<file path="src/rtl/ser_pkg.sv">
// Shared types and frame-length helper for the serial bit feeder.
// Optional feature macro: SER_PARITY_EN (appends an even-parity bit to each frame).
package ser_pkg;

  typedef enum logic {IDLE, SHIFT} ser_state_t;

  function automatic int unsigned ser_frame_len(input int unsigned width);
`ifdef SER_PARITY_EN
    return width + 1;
`else
    return width;
`endif
  endfunction

endpackage

</file>
<file path="src/rtl/serial_bit_feeder_if.sv">
// Word-load handshake between a producer (master) and the serial bit feeder (slave).
interface serial_bit_feeder_if #(
  parameter int unsigned WIDTH = 8
);
  logic             load_valid;
  logic [WIDTH-1:0] load_data;
  logic             load_ready;

  modport master (output load_valid, output load_data, input load_ready);
  modport slave  (input load_valid, input load_data, output load_ready);
endinterface

</file>
<file path="src/rtl/ser_bit_counter.sv">
// Bit-position counter for one frame; restarts on start, saturates at FRAME_LEN-1.
module ser_bit_counter #(
  parameter int unsigned FRAME_LEN = 8,
  parameter int unsigned CW        = $clog2(FRAME_LEN + 1)
) (
  input  logic          clk,
  input  logic          clear_n,
  input  logic          start,
  input  logic          advance,
  output logic [CW-1:0] count,
  output logic          last
);

  localparam logic [CW-1:0] LAST_IDX = CW'(FRAME_LEN - 1);

  always_ff @(posedge clk or negedge clear_n) begin
    if (!clear_n) begin
      count <= '0;
    end else if (start) begin
      count <= '0;
    end else if (advance && !last) begin
      count <= count + CW'(1);
    end
  end

  assign last = (count == LAST_IDX);

endmodule

</file>
<file path="src/rtl/serial_bit_feeder.sv">
// Parallel-in/serial-out feeder: streams accepted words onto x one bit per cycle, gapless.
// Optional feature macro: SER_PARITY_EN (even-parity bit appended after the data bits).
module serial_bit_feeder
  import ser_pkg::*;
#(
  parameter int unsigned WIDTH     = 8,
  parameter int unsigned MSB_FIRST = 1,
  parameter bit          IDLE_BIT  = 1'b0
) (
  input  logic                clk,
  input  logic                clear_n,
  serial_bit_feeder_if.slave  load,
  output logic                x,
  output logic                x_valid,
  output logic                frame_done
);

  localparam int unsigned FRAME_LEN = ser_frame_len(WIDTH);
  localparam int unsigned CW        = $clog2(FRAME_LEN + 1);
  localparam logic [CW-1:0] LAST_IDX = CW'(FRAME_LEN - 1);

  ser_state_t           state_q, state_d;
  logic [CW-1:0]        count;
  logic                 last;
  logic                 accept;
  logic [WIDTH-1:0]     ordered;
  logic [FRAME_LEN-1:0] frame;
  logic [FRAME_LEN-1:0] sr;

  assign accept = load.load_valid && load.load_ready;

  ser_bit_counter #(
    .FRAME_LEN (FRAME_LEN),
    .CW        (CW)
  ) u_counter (
    .clk     (clk),
    .clear_n (clear_n),
    .start   (accept),
    .advance (state_q == SHIFT),
    .count   (count),
    .last    (last)
  );

  // Frame is arranged so the next bit to send always sits at the top of the word.
  always_comb begin
    ordered = '0;
    for (int unsigned i = 0; i < WIDTH; i++) begin
      ordered[i] = (MSB_FIRST != 0) ? load.load_data[i] : load.load_data[WIDTH-1-i];
    end
  end

`ifdef SER_PARITY_EN
  assign frame = {ordered, ^load.load_data};
`else
  assign frame = ordered;
`endif

  always_ff @(posedge clk or negedge clear_n) begin
    if (!clear_n) begin
      state_q <= IDLE;
    end else begin
      state_q <= state_d;
    end
  end

  always_comb begin
    state_d = state_q;
    case (state_q)
      IDLE:    if (accept) state_d = SHIFT;
      SHIFT:   if (last && !accept) state_d = IDLE;
      default: state_d = IDLE;
    endcase
  end

  always_comb begin
    load.load_ready = (state_q == IDLE) || ((state_q == SHIFT) && last);
    frame_done      = (state_q == SHIFT) && (count == LAST_IDX);
  end

  always_ff @(posedge clk or negedge clear_n) begin
    if (!clear_n) begin
      x       <= IDLE_BIT;
      x_valid <= 1'b0;
      sr      <= '0;
    end else if (accept) begin
      x       <= frame[FRAME_LEN-1];
      x_valid <= 1'b1;
      sr      <= {frame[FRAME_LEN-2:0], 1'b0};
    end else if ((state_q == SHIFT) && !last) begin
      x       <= sr[FRAME_LEN-1];
      x_valid <= 1'b1;
      sr      <= {sr[FRAME_LEN-2:0], 1'b0};
    end else begin
      x       <= IDLE_BIT;
      x_valid <= 1'b0;
    end
  end

endmodule
</file>
<file path="src/flat_wrapper.sv">
// flat-port wrapper written by rule: the top's interface ports become plain ports
module serial_bit_feeder_flat import ser_pkg::*;
#(
  parameter int unsigned WIDTH     = 8,
  parameter int unsigned MSB_FIRST = 1,
  parameter bit          IDLE_BIT  = 1'b0
)
  (clk, clear_n, x, x_valid, frame_done, load_load_valid, load_load_data, load_load_ready);
  serial_bit_feeder_if #(.WIDTH(WIDTH)) load_i ();
  input  logic clk;
  input  logic clear_n;
  output logic x;
  output logic x_valid;
  output logic frame_done;
  input wire logic [$bits(load_i.load_valid)-1:0] load_load_valid;
  input wire logic [$bits(load_i.load_data)-1:0] load_load_data;
  output wire logic [$bits(load_i.load_ready)-1:0] load_load_ready;
  assign load_i.load_valid = load_load_valid;
  assign load_i.load_data = load_load_data;
  assign load_load_ready = load_i.load_ready;
  serial_bit_feeder #(.WIDTH(WIDTH), .MSB_FIRST(MSB_FIRST), .IDLE_BIT(IDLE_BIT)) u_core (.clk(clk), .clear_n(clear_n), .load(load_i), .x(x), .x_valid(x_valid), .frame_done(frame_done));
endmodule
</file>
<file path="config.mk">
export PLATFORM = sky130hd
export DESIGN_NAME = serial_bit_feeder_flat
export DESIGN_NICKNAME = d
export VERILOG_FILES = /design/src/rtl/ser_pkg.sv /design/src/rtl/serial_bit_feeder_if.sv /design/src/rtl/ser_bit_counter.sv /design/src/rtl/serial_bit_feeder.sv /design/src/flat_wrapper.sv
export SDC_FILE = /design/constraint.sdc
export NUM_CORES = 1
export LEC_CHECK = 0
export CORE_MARGIN = 3
export CORE_UTILIZATION = 51
export CTS_CLUSTER_DIAMETER = 80
export DETAILED_ROUTE_END_ITERATION = 16
export PLACE_DENSITY = 0.89
export SYNTH_ARGS = -nofsm -noshare
export SYNTH_HDL_FRONTEND = slang
export SYNTH_SLANG_ARGS = --single-unit
</file>
<file path="constraint.sdc">
create_clock -name clk -period 2.8 [get_ports clk]
set_clock_uncertainty 0.15 [all_clocks]
set_input_delay 0.84 -clock clk [delete_from_list [all_inputs] [get_ports clk]]
set_output_delay 0.84 -clock clk [all_outputs]
set_load 0.02 [all_outputs]
</file>
======== After elaboration in Yosys (flattened, before gate mapping) ========
Cells that the tools add are included.
Widths: inputs -> output; s select.
cells by class
  add/subtract/negate cells ............... 1
  multipliers ............................. 0
  divide/modulo/power cells ............... 0
  $lt $le $gt $ge ......................... 0
  equal/unequal tests ..................... 1
  shift-type cells ........................ 0
  multiplexer cells ....................... 11
  bitwise operators ....................... 1
  reductions and logical operators ........ 8
operator list
  kind                 number
  $mux 8               2
  $mux 4               2
  $mux 1               6
  $add 4x1->4 const B  1
  $eq 4x3->1 const B   1
  $logic_and 1x1->1    4
  $logic_not 1->1      2
  $pmux 1 s2           1
  $reduce_bool 2->1    1
  $logic_or 1x1->1     1
  $not 1->1            1
word-level totals
  bits in registers ....................... 15
  latch bits .............................. 0
  memory bits (writable) .................. 0
  bits in read-only memories .............. 0
  input bits .............................. 11
  output and inout bits ................... 4
  word-level logic and storage cells ...... 27
  memories kept ........................... 0

======== Logic depth before layout (Yosys ltp) ========
  depth after elaboration ................. 8
  gate-level depth with buffers ........... 5
  gate-level depth less buffers ........... 4

======== Hierarchy ========
From an unflattened synthesis, not the netlist that was laid out.
unflattened totals
  cells, all modules ...................... 55
  area total of the unflattened synthesis .. 733.2 sq um
by module, submodules not included
  module             instances  cells each  area each (sq um)  seq. area each (sq um)
  serial_bit_feeder  1          35          521.8              250.2
  ser_bit_counter    1          20          211.5              100.1

======== Worst setup path before layout ========
OpenSTA, ideal clock, no wires.
  path type ............................... register -> output
  from .................................... register u_core.u_counter.count[0]
  to ...................................... output port frame_done
  arrival time ............................ 1.198 ns
  data required time ...................... 1.810 ns
  setup slack ............................. 0.612 ns
  cell stages (with the launch flop) ...... 4
  buffers on the path ..................... 0
  cell sequence ........................... dfrtp_1 -> ha_1 -> nand2_1 -> nor3b_1
on the way
  cells in the longest elaborated chain, start to end .. 2
RTL lines
  what                      line                     RTL
  start: declaration        ser_bit_counter.sv:10    output logic [CW-1:0] count,
  start signal: assignment  ser_bit_counter.sv:22    count <= count + CW'(1);
  $eq 4x3->1                serial_bit_feeder.sv:77  frame_done = (state_q == SHIFT) && (count == LAST_IDX);
  $logic_and 1x1->1         serial_bit_feeder.sv:77
  end: declaration          flat_wrapper.sv:14       output logic frame_done;
Every way passes these cells.

======== Worst setup path after layout ========
  from .................................... register u_core.u_counter.count[0]
  to ...................................... output port load_load_ready
on the way
  cells in the longest elaborated chain, start to end .. 3
RTL lines
  what               line                     RTL
  $eq 4x3->1         ser_bit_counter.sv:26    assign last = (count == LAST_IDX);
  $logic_and 1x1->1  serial_bit_feeder.sv:76  load.load_ready = (state_q == IDLE) || ((state_q == SHIFT) && last);
  $logic_or 1x1->1   serial_bit_feeder.sv:76
  end: declaration   flat_wrapper.sv:17       output wire logic [$bits(load_i.load_ready)-1:0] load_load_ready;
Every way passes these cells.

==> flow_metrics.env <==
export IMPL_outcome="complete, no violations"
export IMPL_drive_above_1_share_pct=29.17
export IMPL_htreeDepth=1
export IMPL_synth_enable_flop_cells=0
export IMPL_clock_latency_ps=280
export IMPL_ff2ff_path_depth=5
export IMPL_ant_nets=0
export IMPL_dp_cells=82
export IMPL_start_util_pct=59.17
export IMPL_slew_viol_final=0
export IMPL_end_kind="output port"
export IMPL_fillCellCount=80
export IMPL_clockBufferDepth=2
export IMPL_diodes=0
export IMPL_max_slew_margin_rel_pct=57.89
export IMPL_synth_top_cell_area_share_pct=49.30
export IMPL_dpl_hpwl_microns=855.9
export IMPL_place_ws_ps=248.8
export IMPL_routed_wirelength_microns=1184
export IMPL_cts_buffers=3
export IMPL_syn_area_sq_um=710.7
export IMPL_hold_depth=1
export IMPL_gp_congestion=0.7233
export IMPL_crit_reg2reg_launch="u_core.u_counter.count[0]"
export IMPL_tritoncts="done"
export IMPL_ys_ff_latch=14
export IMPL_max_cap_viol_count=0
export IMPL_grt_pass1_wl_microns=2090
export IMPL_die_h_microns=43.33
export IMPL_dr_pass1_iters=4
export IMPL_design_core_area_sq_um=1201
export IMPL_cts_resized=1
export IMPL_yosys_top_cells_area="dfrtp_1, mux2_2, mux2_4"
export IMPL_worst_ep_required_time_ps=1810
export IMPL_grt_pass1_vias=477
export IMPL_hp_class="register to register"
export IMPL_hold_buffers=0
export IMPL_final_cells=86
export IMPL_peakVddDrop_v=0.0005960
export IMPL_syn_nets=66
export IMPL_first_iter_violations=7
export IMPL_synthFlopType="dfrtp_1"
export IMPL_fin_crit_sh_pct=96.47
export IMPL_ys_async_sr_fraction_pct=100.0
export IMPL_yosys_top_cells_count="dfrtp_1, mux2_2, mux2_4"
export IMPL_worstMarginPinSlew_ps=629.7
export IMPL_globalRouteOverflowTotal=0
export IMPL_num_vias=467
export IMPL_clock_fmax_ghz=0.3702
export IMPL_hold_ws_ps=356.3
export IMPL_antenna_found_initial=0
export IMPL_grt_max_degree=15
export IMPL_setup_violations=0
export IMPL_critPathMaxFanout=4
export IMPL_io_buffers=14
export IMPL_cts_setup_buffers=0
export IMPL_die_x_microns=43.33
export IMPL_power_density_nw_per_um2=951.2
export IMPL_area_growth_pct=27.29
export IMPL_post_drt_via_cell_ratio=5.430
export IMPL_rrSetupSlack_ps=1140
export IMPL_r2r_end="u_core.sr[3]"
export IMPL_dieArea_sq_um=1877
export IMPL_yosysSeqAreaShare_pct=49.30
export IMPL_hold_path_startpoint="u_core.sr[6]"
export IMPL_grt_setup_unrepaired="false"
export IMPL_ys_warn_count=0
export IMPL_track_usage_pct=15.08
export IMPL_root_buffer="clkbuf_4"
export IMPL_hold_violations=0
export IMPL_synth_cells=54
export IMPL_num_rows=12
export IMPL_final_setup_worst_slack_ps=98.77
export IMPL_start_kind="register"
export IMPL_drc_errors=0
export IMPL_synth_cell_type_count=19
export IMPL_yosysTopAreaCell="dfrtp_1"
export IMPL_clk_pin_slew_ps=90
export IMPL_min_to="u_core.sr[7]"
export IMPL_pin_count=15
export IMPL_avgSynthCellArea_sq_um=13.16
export IMPL_setup_tns_ps=0
export IMPL_wl_per_cell_microns=13.77
export IMPL_min_period_ps=2701
export IMPL_fin_nets=85
export IMPL_arrival_ps=1710
export IMPL_synth_most_common_cell="dfrtp_1"
export IMPL_p_leak_nw=0.4141
export IMPL_cts_sinks=14
export IMPL_crit_type="register to output port"
[cells in the final DEF (no fill, tap or decap)]
cell type        count
nand3_1              1
clkbuf_4             3
clkbuf_8             1
clkdlybuf4s50_1     13
dfrtp_1             14
ha_1                 1
mux2_2               7
dlygate4sd2_1        1
nor2b_1              2
nand2_1              3
nand3b_4             1
o21ai_0              3
buf_4                3
a311o_1              1
nand2b_1             1
nor3b_1              3
a21oi_1              2
or2b_1               2
mux2i_1              3
nand2_4              1
mux2_4               5
inv_1                1
[kinds of logic after synthesis]
family / synth area share (%)
compound gates: 4.929
fa+ha+maj: 1.760
buf+inv: 3.521
flops: 49.30
mux: 25.88
simple gates: 14.61
[how the worst max path moves through the flow]
stage	from	end	slack (ps)	cells after the start
6_report	u_core.u_counter.count[0]	load_load_ready	100	4
5_1_grt	u_core.u_counter.count[0]	load_load_ready	20	4
4_1_cts	u_core.u_counter.count[0]	load_load_ready	80	4
3_5_place_dp	u_core.u_counter.count[0]	frame_done	250	4
3_3_place_gp	u_core.u_counter.count[0]	frame_done	330	4
2_1_floorplan	u_core.u_counter.count[0]	frame_done	610	3
[power by group]
group	total [mW]	switching [mW]	internal [mW]	leakage, nW
clock	0.149	0.0697	0.0791	0.0210
sequential	0.332	0.0523	0.280	0.174
combinational	0.379	0.153	0.226	0.219
total	0.860	0.275	0.585	0.414
[metrics by stage]
step,area (sq um),utilization [%],power (mW)
after global routing,904.6,75.31,0.9227
after global placement,869.6,72.40,0.7084
final,904.6,75.31,0.8605
after floorplan,710.7,-,0.6184
after detailed placement,869.6,72.40,0.7213
after CTS,904.6,75.31,0.8687
[area by class of cell]
class	instances	area (sq um)	share of cell area, %
well taps	14	17.52	1.936
flip-flops and latches	14	350.3	38.73
repair buffers	17	161.4	17.84
inverters	1	3.754	0.4149
multi-input cells	36	335.3	37.07
clock buffers	4	36.28	4.011
[state kept, by name, indices dropped and copies added, names as in the netlist]
| signal | count |
|---|---|
| u_core.sr | 7 |
| u_core.u_counter.count | 4 |
| u_core.state_q | 1 |
| u_core.x | 1 |
| u_core.x_valid | 1 |
[critical path, cell delays in order (launching register included)]
cell and delay, ps:
dfrtp_1 390, ha_1 250, nand3b_4 110, nand2_4 80
clkdlybuf4s50_1 590
[routing by layer]
| layer | share of wire (%) | GRT usage (%) | up-vias |
|---|---|---|---|
| li1 | - | - | 225 |
| met1 | 47 | 19.57 | 222 |
| met2 | 44 | 23.30 | 20 |
| met3 | 8.7 | 5.394 | 0 |
| met4 | 0 | 5.422 | 0 |
| met5 | 0 | 0 | - |
Power figures use the tool's default switching activity.
